<file path="config.mk">
export PLATFORM = sky130hd
export DESIGN_NAME = fpga2_receiver
export DESIGN_NICKNAME = d
export VERILOG_FILES = /design/src/rtl/fpga2_receiver.sv
export SDC_FILE = /design/constraint.sdc
export NUM_CORES = 1
export LEC_CHECK = 0
export BUFFER_PORTS_ARGS = -buffer_cell sky130_fd_sc_hd__buf_2
export CORE_ASPECT_RATIO = 2
export CORE_MARGIN = 3
export CORE_UTILIZATION = 40
export CTS_CLUSTER_SIZE = 20
export DETAILED_ROUTE_END_ITERATION = 6
export HOLD_SLACK_MARGIN = 0.03
export PLACE_DENSITY_LB_ADDON = 0.08
export SETUP_SLACK_MARGIN = 0.2
export SLEW_MARGIN = 20
export SYNTH_ARGS = -nofsm -noshare
export SYNTH_HDL_FRONTEND = slang
export SYNTH_SLANG_ARGS = --single-unit
</file>
<file path="constraint.sdc">
create_clock -name clk -period 4.2 [get_ports clk]
set_input_delay 0.42 -clock clk [delete_from_list [all_inputs] [get_ports clk]]
set_output_delay 0.42 -clock clk [all_outputs]
set_load 0.05 [all_outputs]
</file>
<file path="src/rtl/fpga2_receiver.sv">
`default_nettype none
// ============================================================================
// Module  : fpga2_receiver
// Purpose : FPGA1->FPGA2 link receiver; captures a fixed burst, acks or
//           nacks it, then streams the buffered frame downstream.
// Rev     : 1.0
// ============================================================================
module fpga2_receiver #(
   parameter int WORDS         = 10,
   parameter int CAPTURE_DELAY = 3,
   parameter int TIMEOUT       = 64,
   parameter int NACK_CYCLES   = 2
) (
   input  logic        clk,
   input  logic        rst,
   input  logic        req_in,
   input  logic [31:0] data_in,
   input  logic        send_done_in,
   output logic        rdy_out,
   output logic        ack_out,
   output logic [31:0] m_data,
   output logic        m_valid,
   input  logic        m_ready,
   output logic        frame_done,
   output logic        frame_err
);

   localparam int PW = $clog2(WORDS + 1);
   localparam int DW = $clog2(CAPTURE_DELAY + 1);
   localparam int TW = $clog2(TIMEOUT + 1);
   localparam int NW = $clog2(NACK_CYCLES + 1);

   typedef enum logic [2:0] {
      S_IDLE      = 3'd0,
      S_READY     = 3'd1,
      S_CAPTURE   = 3'd2,
      S_WAIT_DONE = 3'd3,
      S_ACK       = 3'd4,
      S_NACK      = 3'd5,
      S_DRAIN     = 3'd6
   } state_t;

   state_t          state_q, state_d;
   logic            rdy_q, rdy_d;
   logic            ack_q, ack_d;
   logic            m_valid_q, m_valid_d;
   logic [31:0]     m_data_q, m_data_d;
   logic            frame_done_q, frame_done_d;
   logic            frame_err_q, frame_err_d;
   logic [PW-1:0]   wr_ptr_q, wr_ptr_d;
   logic [PW-1:0]   rd_ptr_q, rd_ptr_d;
   logic [DW-1:0]   dly_q, dly_d;
   logic [TW-1:0]   tmo_q, tmo_d;
   logic [NW-1:0]   ncnt_q, ncnt_d;
   logic [PW-1:0]   rd_next;
   logic            buf_we;
   logic [31:0]     frame_buf_q [WORDS];

   assign rd_next = rd_ptr_q + PW'(1);

   always_comb begin
      state_d      = state_q;
      rdy_d        = rdy_q;
      ack_d        = ack_q;
      m_valid_d    = m_valid_q;
      m_data_d     = m_data_q;
      frame_done_d = 1'b0;
      frame_err_d  = 1'b0;
      wr_ptr_d     = wr_ptr_q;
      rd_ptr_d     = rd_ptr_q;
      dly_d        = dly_q;
      tmo_d        = tmo_q;
      ncnt_d       = ncnt_q;
      buf_we       = 1'b0;

      case (state_q)
         S_IDLE: begin
            rdy_d = 1'b0;
            ack_d = 1'b0;
            if (req_in) begin
               rdy_d    = 1'b1;
               dly_d    = '0;
               wr_ptr_d = '0;
               state_d  = (CAPTURE_DELAY == 1) ? S_CAPTURE : S_READY;
            end
         end

         S_READY: begin
            if (!req_in) begin
               state_d     = S_IDLE;
               rdy_d       = 1'b0;
               frame_err_d = 1'b1;
            end else if (send_done_in) begin
               state_d     = S_NACK;
               rdy_d       = 1'b0;
               ncnt_d      = '0;
               frame_err_d = 1'b1;
            end else if (dly_q == DW'(CAPTURE_DELAY - 2)) begin
               state_d = S_CAPTURE;
            end else begin
               dly_d = dly_q + DW'(1);
            end
         end

         // A marker on the edge of the last word still counts as a short frame.
         S_CAPTURE: begin
            if (!req_in) begin
               state_d     = S_IDLE;
               rdy_d       = 1'b0;
               frame_err_d = 1'b1;
            end else if (send_done_in) begin
               state_d     = S_NACK;
               rdy_d       = 1'b0;
               ncnt_d      = '0;
               frame_err_d = 1'b1;
            end else begin
               buf_we = 1'b1;
               if (wr_ptr_q == PW'(WORDS - 1)) begin
                  state_d = S_WAIT_DONE;
                  tmo_d   = '0;
               end else begin
                  wr_ptr_d = wr_ptr_q + PW'(1);
               end
            end
         end

         S_WAIT_DONE: begin
            if (!req_in) begin
               state_d     = S_IDLE;
               rdy_d       = 1'b0;
               frame_err_d = 1'b1;
            end else if (send_done_in) begin
               state_d = S_ACK;
               ack_d   = 1'b1;
            end else if (tmo_q == TW'(TIMEOUT - 1)) begin
               state_d     = S_NACK;
               rdy_d       = 1'b0;
               ncnt_d      = '0;
               frame_err_d = 1'b1;
            end else begin
               tmo_d = tmo_q + TW'(1);
            end
         end

         S_ACK: begin
            if (!req_in) begin
               state_d   = S_DRAIN;
               ack_d     = 1'b0;
               rdy_d     = 1'b0;
               rd_ptr_d  = '0;
               m_valid_d = 1'b1;
               m_data_d  = frame_buf_q[0];
            end
         end

         // IDLE needs one edge to re-raise rdy, so NACK itself lasts one cycle less.
         S_NACK: begin
            if (ncnt_q == NW'(NACK_CYCLES - 2)) begin
               state_d = S_IDLE;
            end else begin
               ncnt_d = ncnt_q + NW'(1);
            end
         end

         S_DRAIN: begin
            if (m_ready) begin
               if (rd_ptr_q == PW'(WORDS - 1)) begin
                  m_valid_d    = 1'b0;
                  frame_done_d = 1'b1;
                  state_d      = S_IDLE;
               end else begin
                  rd_ptr_d = rd_next;
                  m_data_d = frame_buf_q[rd_next];
               end
            end
         end

         default: state_d = S_IDLE;
      endcase
   end

   always_ff @(posedge clk) begin
      if (rst) begin
         state_q      <= S_IDLE;
         rdy_q        <= 1'b0;
         ack_q        <= 1'b0;
         m_valid_q    <= 1'b0;
         m_data_q     <= '0;
         frame_done_q <= 1'b0;
         frame_err_q  <= 1'b0;
         wr_ptr_q     <= '0;
         rd_ptr_q     <= '0;
         dly_q        <= '0;
         tmo_q        <= '0;
         ncnt_q       <= '0;
      end else begin
         state_q      <= state_d;
         rdy_q        <= rdy_d;
         ack_q        <= ack_d;
         m_valid_q    <= m_valid_d;
         m_data_q     <= m_data_d;
         frame_done_q <= frame_done_d;
         frame_err_q  <= frame_err_d;
         wr_ptr_q     <= wr_ptr_d;
         rd_ptr_q     <= rd_ptr_d;
         dly_q        <= dly_d;
         tmo_q        <= tmo_d;
         ncnt_q       <= ncnt_d;
      end
   end

   always_ff @(posedge clk) begin
      if (buf_we) begin
         frame_buf_q[wr_ptr_q] <= data_in;
      end
   end

   assign rdy_out    = rdy_q;
   assign ack_out    = ack_q;
   assign m_data     = m_data_q;
   assign m_valid    = m_valid_q;
   assign frame_done = frame_done_q;
   assign frame_err  = frame_err_q;

endmodule
`default_nettype wire

</file>
==> impl_metrics.json, run 1 <==
{
  "drt_iter0_markers": 613,
  "drc": 0,
  "clock_skew_ns": 0.01946,
  "synth_area_um2": 15130,
  "ys_ff_latch": 379,
  "dp_hpwl_um": 21470,
  "clk_pin_slew_ns": 0.07,
  "insertion_delay_ns": 0.52,
  "gp_congestion": 0.7585,
  "firstDrtPassIters": 4,
  "post_drt_via_cell_ratio": 5.601,
  "cts_tree": "yes",
  "grt_max_degree": 99,
  "grt_pass1_wl_um": 55260,
  "ff2ff_setup_slack_ns": 1.24,
  "finalSetupTns_ns": 0,
  "yosysTopAreaCell": "edfxtp_1",
  "synth_most_common_cell": "edfxtp_1",
  "wire_per_inst_um": 24.91,
  "coreArea_um2": 37290,
  "final_cell_area_um2": 17200,
  "rsz0062_at_grt": "false",
  "cp_cell_sequence": "nand2b_1 -> or3_1 -> nor3_1 -> and2_2 -> buf_4",
  "place_area_um2": 16040,
  "io_pins": 74,
  "die_area_um2": 40340,
  "power_leakage_nw": 5.574,
  "synth_ff_type": "edfxtp_1",
  "rows": 100,
  "setup.worst_path.class": "reg2reg",
  "hold_viol": 0,
  "vias": 8217,
  "worstPathMaxFanout": 18,
  "n_fill_cell": 3296,
  "antenna_found_initial": 0,
  "area_growth_pct": 13.63,
  "cp-end-kind": "flip-flop",
  "max-vdd-ir-drop_uv": 333.4,
  "grt_pass1_vias": 8876,
  "maxCapViolCount": 0,
  "arrival_ns": 3.14,
  "start_kind": "flip-flop",
  "synth_cells": 911,
  "crit_slowest_cell": "and2_2",
  "ctsRootBufferMaster": "clkbuf_16",
  "min-delay-start": "data_in[8]",
  "clkSinkCount": 379,
  "final_util": 0.4612,
  "place_inst": 1402,
  "fmax_mhz": 338.2,
  "holdBufCountCts": 0,
  "diodes": 0,
  "critical_path.max_stage_delay_ns": 0.57,
  "yosys.cell_types.count": 54,
  "setup_viol": 0,
  "drive_above_1_share": 0.2520,
  "cts_made_buffers": 36,
  "post_cts_resized": 0,
  "worstMarginPinSlew_ns": 1.092,
  "initial_core_util": 0.4058,
  "fin_nets": 1028,
  "avgSynthCellArea_um2": 16.61,
  "post_cts_buffers": 0,
  "synth_edf_count": 320,
  "crit_buf_inv": 1,
  "die_w_um": 143.5,
  "drv_slew": 0,
  "async_reset_ff_frac": 0,
  "seq_area_frac_synth": 0.7131,
  "place.port_buffers": 73,
  "synthTopCellsByArea": "edfxtp_1 (64%), mux4_2 (9.5%), dfxtp_1 (7.8%)",
  "routed_wirelength_um": 36550,
  "startpoint": "state_q[2]",
  "p_per_area_nw_per_um2": 469.7,
  "post-route-period-util": 0.7040,
  "multiInputGateArea_um2": 4126,
  "hold_path.class": "in2reg",
  "min_period_ns": 2.957,
  "status": "finished, final reports clean",
  "grtUsageTotal": 0.1847,
  "synth_warnings": 0,
  "syn_nets": 957,
  "cts_buffer_depth": 3,
  "slew_headroom": 0.2717,
  "antenna_left": 0,
  "rr_startpoint": "state_q[2]",
  "crit_family": "simple AND/OR/NAND/NOR gates",
  "layout.cells.non_filler": 1467,
  "synth_top_area_share": 0.6350,
  "die_h_um": 281.1,
  "seq_area_um2": 10790,
  "grt-ovfl-total": 0,
  "worstPathRequired_ns": 4.38,
  "htree_num_levels": 2,
  "yosys-top-cells-count": "edfxtp_1 (320), a21oi_1 (110), mux4_2 (64), dfxtp_1 (59), nor3_1 (39)"
}
## registers in the layout (all words and copies together), names as in the netlist
signal,count
frame_buf_q,320
m_data,32
tmo_q,7
rd_ptr_q,4
wr_ptr_q,4
state_q,3
dly_q,2
ncnt_q,2
ack_out,1
frame_done,1
frame_err,1
m_valid,1
rdy_out,1
## cell families (layout without fill, tap and decap cells)
kind of cell	Yosys count	count (layout)	share of synthesized area
flip-flops	379	379	0.7131
AO/OA/AOI/OAI	177	177	0.06350
AND/OR/NAND/NOR	136	136	0.04705
multiplexers	129	129	0.1409
buffers and inverters	68	165	0.02001
XOR/XNOR	13	13	0.008021
adder cells (fa/ha/maj)	9	9	0.007442
## path summary, 6_finish.rpt
check / end / cells past startpoint
min: frame_buf_q[7][8] / 1
min reg2reg: dly_q[1] / 2
max: frame_buf_q[2][4] / 5
max reg2reg: frame_buf_q[2][4] / 5
## where the power goes
| group | internal (W) | total, W | switching, W |
|---|---|---|---|
| combinational | 0.000193 | 0.000704 | 0.000511 |
| clock | 0.00182 | 0.00317 | 0.00135 |
| sequential | 0.00415 | 0.00420 | 0.0000495 |
| total | 0.00616 | 0.00808 | 0.00191 |
## cells in the final DEF, fill, tap and decap left out, types with 2 or more instances in the layout
cell type and instances:
nor3_1 38, a221oi_1 2, o21a_1 2, buf_2 73, nor3b_1 3, xor2_1 3, clkbuf_1 13, and3b_1 3
a21oi_1 110, dfxtp_1 58, nand3_1 10, mux4_2 64, xnor2_1 8, inv_1 10, or2_1 2, nand2_1 20
o21ai_1 22, bufinv_16 2, and3_1 2, edfxtp_1 320, mux2_2 32, ha_1 8, nand3b_1 2, nor2b_1 2
nand2b_1 5, o21ai_0 26, and2_2 8, nor4_1 3, or3_1 5, buf_4 16, nor2_1 21, xor2_4 2
clkinv_2 3, clkbuf_8 4, a211o_1 3, mux2i_1 33, clkbuf_16 37, clkinv_1 3
## area by class of cell
class,instances,area share
Clock inverter,10,0.005821
Timing Repair Buffer,91,0.03100
Clock buffer,54,0.05989
Multi-Input combinational cell,464,0.2400
Tap cell,459,0.03340
Inverter,10,0.002183
Sequential cell,379,0.6277
## stage by stage
step / hold WS [ns] / setup slack (ns) / power (W)
after floorplan: 0.4319 / 0.4685 / 0.004749
after global placement: 0.4423 / 1.211 / 0.004990
after detailed placement: 0.4516 / 1.133 / 0.004989
after CTS: 0.1748 / 1.183 / 0.008185
after global routing: 0.2170 / 1.008 / 0.008375
final: 0.2057 / 1.243 / 0.008077
## metal layers
metal,routed length (um),vias up,global-route usage
li1,-,3740,-
met1,13390,4260,0.2027
met2,20960,152,0.3594
met3,1116,65,0.02265
met4,1088,0,0.06090
met5,0,-,0
Power figures use the tool's default switching activity.
==> run 2, diff against run 1 <==
ABC_AREA = 1   (was default)
clock period = 2.6 ns   (was 4.2 ns; I/O delays follow)
==> run 2 against run 1 <==
Net effect: clock skew is 0.010 ns lower; fmax is 39% higher; clock-buffer cell count is 10 lower; core utilization is 1.8 points higher; synthesized cell count is 62% higher; hold slack worse by 0.16 ns; largest cell class unchanged; clock power is 92% higher; via count is 31% higher; power is 110% higher; critical path depth is 3 higher; non-clock buffer count is 37 higher; critical path type unchanged; first-iteration DRC count is 6.0% lower.
==> impl_metrics.json, run 2 <==
{
  "crit_slowest_cell": "buf_4",
  "crit_family": "buffers and inverters",
  "cts_buffer_depth": 3,
  "post_drt_via_cell_ratio": 5.102,
  "crit_buf_inv": 2,
  "coreArea_um2": 38920,
  "vias": 10791,
  "largest_reg_flops": 320,
  "status": "finished, final reports clean",
  "yosys.cell_types.count": 35,
  "layout.cells.non_filler": 2115,
  "multiInputGateArea_um2": 4618,
  "grt_max_degree": 87,
  "max-vdd-ir-drop_uv": 622.7,
  "die_h_um": 287.2,
  "worstMarginPinSlew_ns": 0.7612,
  "drt_iter0_markers": 576,
  "yosys-top-cells-count": "nor2_1 (324), edfxtp_1 (320), nand2_1 (260), o21ai_0 (153), nand3_1 (60)",
  "grtUsageTotal": 0.1989,
  "synth_area_um2": 15810,
  "syn_nets": 1523,
  "firstDrtPassIters": 5,
  "die_area_um2": 42090,
  "drc": 0,
  "worstPathMaxFanout": 40,
  "p_per_area_nw_per_um2": 903.3,
  "cpMostUsedCell": "nand2_1",
  "seq_area_frac_synth": 0.6824,
  "ys_ff_latch": 379,
  "regToRegEndpoint": "m_data[10]",
  "cts_made_buffers": 37,
  "async_reset_ff_frac": 0,
  "synth_ff_type": "edfxtp_1",
  "antenna_found_initial": 0,
  "initial_core_util": 0.4062,
  "synth_top_area_share": 0.6077,
  "rsz0062_at_grt": "false",
  "grt_pass1_vias": 10883,
  "clock_skew_ns": 0.009128,
  "min-delay-start": "data_in[3]",
  "dp_hpwl_um": 23820,
  "area_growth_pct": 17.96,
  "maxCapViolCount": 0,
  "routed_wirelength_um": 41860,
  "synth_most_common_cell": "nor2_1",
  "grt_pass1_wl_um": 64250,
  "ctsRootBufferMaster": "clkbuf_16",
  "finalSetupTns_ns": 0,
  "ff2ff_path_depth": 8,
  "power_leakage_nw": 6.877,
  "setup.worst_path.class": "reg2reg",
  "synth_edf_count": 320,
  "synth_warnings": 0,
  "insertion_delay_ns": 0.53,
  "start_kind": "flip-flop",
  "fmax_mhz": 470.7,
  "ff2ff_setup_slack_ns": 0.48,
  "synthTopCellsByArea": "edfxtp_1 (61%), nor2_1 (7.7%), dfxtp_1 (7.5%)",
  "final_cell_mix": "nor2_1 (324), edfxtp_1 (320), nand2_1 (258)",
  "clk_pin_slew_ns": 0.06,
  "antenna_left": 0,
  "grt-ovfl-total": 0,
  "io_pins": 74,
  "htree_num_levels": 2,
  "whs_ns": 0.04990,
  "place.port_buffers": 73,
  "worstPathRequired_ns": 3.06,
  "synth_cells": 1477,
  "top_register": "frame_buf_q",
  "hold_viol": 0,
  "n_fill_cell": 3574,
  "cp_cell_sequence": "buf_4 -> buf_4 -> o21ai_0 -> o21ai_0 -> nand2_1 -> nand2_1 -> nand2_1 -> a21oi_1",
  "drv_slew": 0,
  "wire_per_inst_um": 19.79,
  "gp_congestion": 0.8027,
  "holdPathEnd": "frame_buf_q[0][3]",
  "place_inst": 2029,
  "setup_viol": 0,
  "hold_path.class": "in2reg",
  "post-route-period-util": 0.8172,
  "seq_area_um2": 10800,
  "slew_headroom": 0.4920,
  "drive_above_1_share": 0.1292,
  "min_path_cells": 1,
  "diodes": 0,
  "min_period_ns": 2.125,
  "cp-end-kind": "flip-flop",
  "yosysTopAreaCell": "edfxtp_1",
  "die_w_um": 146.6,
  "fin_nets": 1613,
  "post_cts_buffers": 0,
  "cts_tree": "yes",
  "final_common_cell": "nor2_1",
  "rr_startpoint": "rd_ptr_q[0]",
  "avgSynthCellArea_um2": 10.71,
  "clkSinkCount": 379,
  "rows": 102,
  "arrival_ns": 2.59,
  "critical_path.max_stage_delay_ns": 0.52
}
-- run 2: cell types whose count changed after synthesis, sizes merged, moves of 8 or more --
cell	before	now
and2	8	0
a21oi	110	51
inv	10	48
nor2	22	331
nor3	39	11
nand2	21	264
buf	31	43
o21ai	48	196
mux2	32	0
nand3	10	61
mux4	64	0
-- run 2: where the power goes --
part,switching (W),internal (W),total [W],leakage [nW]
registers,0.000212,0.00683,0.00704,3.36
clock network,0.00235,0.00374,0.00609,0.670
logic,0.00259,0.00113,0.00371,2.85
-- run 2: worst max-delay path by stage --
stage	start	to	cells after the start
floorplan	state_q[2]	frame_buf_q[0][0]	5
global placement	req_in	frame_buf_q[8][12]	6
detailed placement	req_in	frame_buf_q[8][11]	6
CTS	rd_ptr_q[0]	m_data[10]	8
global route	rd_ptr_q[0]	m_data[10]	8
finish	rd_ptr_q[0]	m_data[10]	8
-- run 2: cells by family after synthesis --
logic type                 after synthesis  share of synthesized area
muxes                                   31                    0.01963
xor gates and xnor gates                 7                   0.003878
DFF                                    379                     0.6824
buffers and inverters                  126                    0.03434
AOI/OAI and AO/OA                      250                    0.07961
and+or+nand+nor                        675                     0.1730
adders and majority gates                9                   0.007122
-- run 2: what timing repair did --
| item | in CTS | in global routing |
|---|---|---|
| hold buffers | 19 | 0 |
| setup endpoints to repair | 0 | 0 |
| hold endpoints to repair | 163 | 0 |
| resized for setup | 0 | 0 |
-- run 2: layout make-up --
class	instances	share of cell area
flip-flops and latches	379	0.5790
multi-input cells	972	0.2476
clock inverters	23	0.02066
repair buffers	128	0.05434
inverters	49	0.01026
clock buffers	44	0.05320
well taps	520	0.03489
-- run 2: routing by layer --
layer	track usage	part of all wire
met1	0.2308	0.40
met2	0.3761	0.54
met5	0	0
met4	0.06382	0.027
met3	0.02572	0.032
-- run 2: metrics by stage --
| stage | worst slack [ns] | util | power (W) | cell area (um2) |
|---|---|---|---|---|
| 2_1_floorplan | 0.1134 | - | 0.009758 | 15890 |
| 3_3_place_gp | 0.4114 | 0.4389 | 0.01088 | 17080 |
| 3_5_place_dp | 0.4113 | 0.4389 | 0.01091 | 17080 |
| 4_1_cts | 0.4230 | 0.4791 | 0.01703 | 18650 |
| 5_1_grt | 0.2155 | 0.4791 | 0.01768 | 18650 |
| 6_report | 0.4754 | 0.4791 | 0.01685 | 18650 |
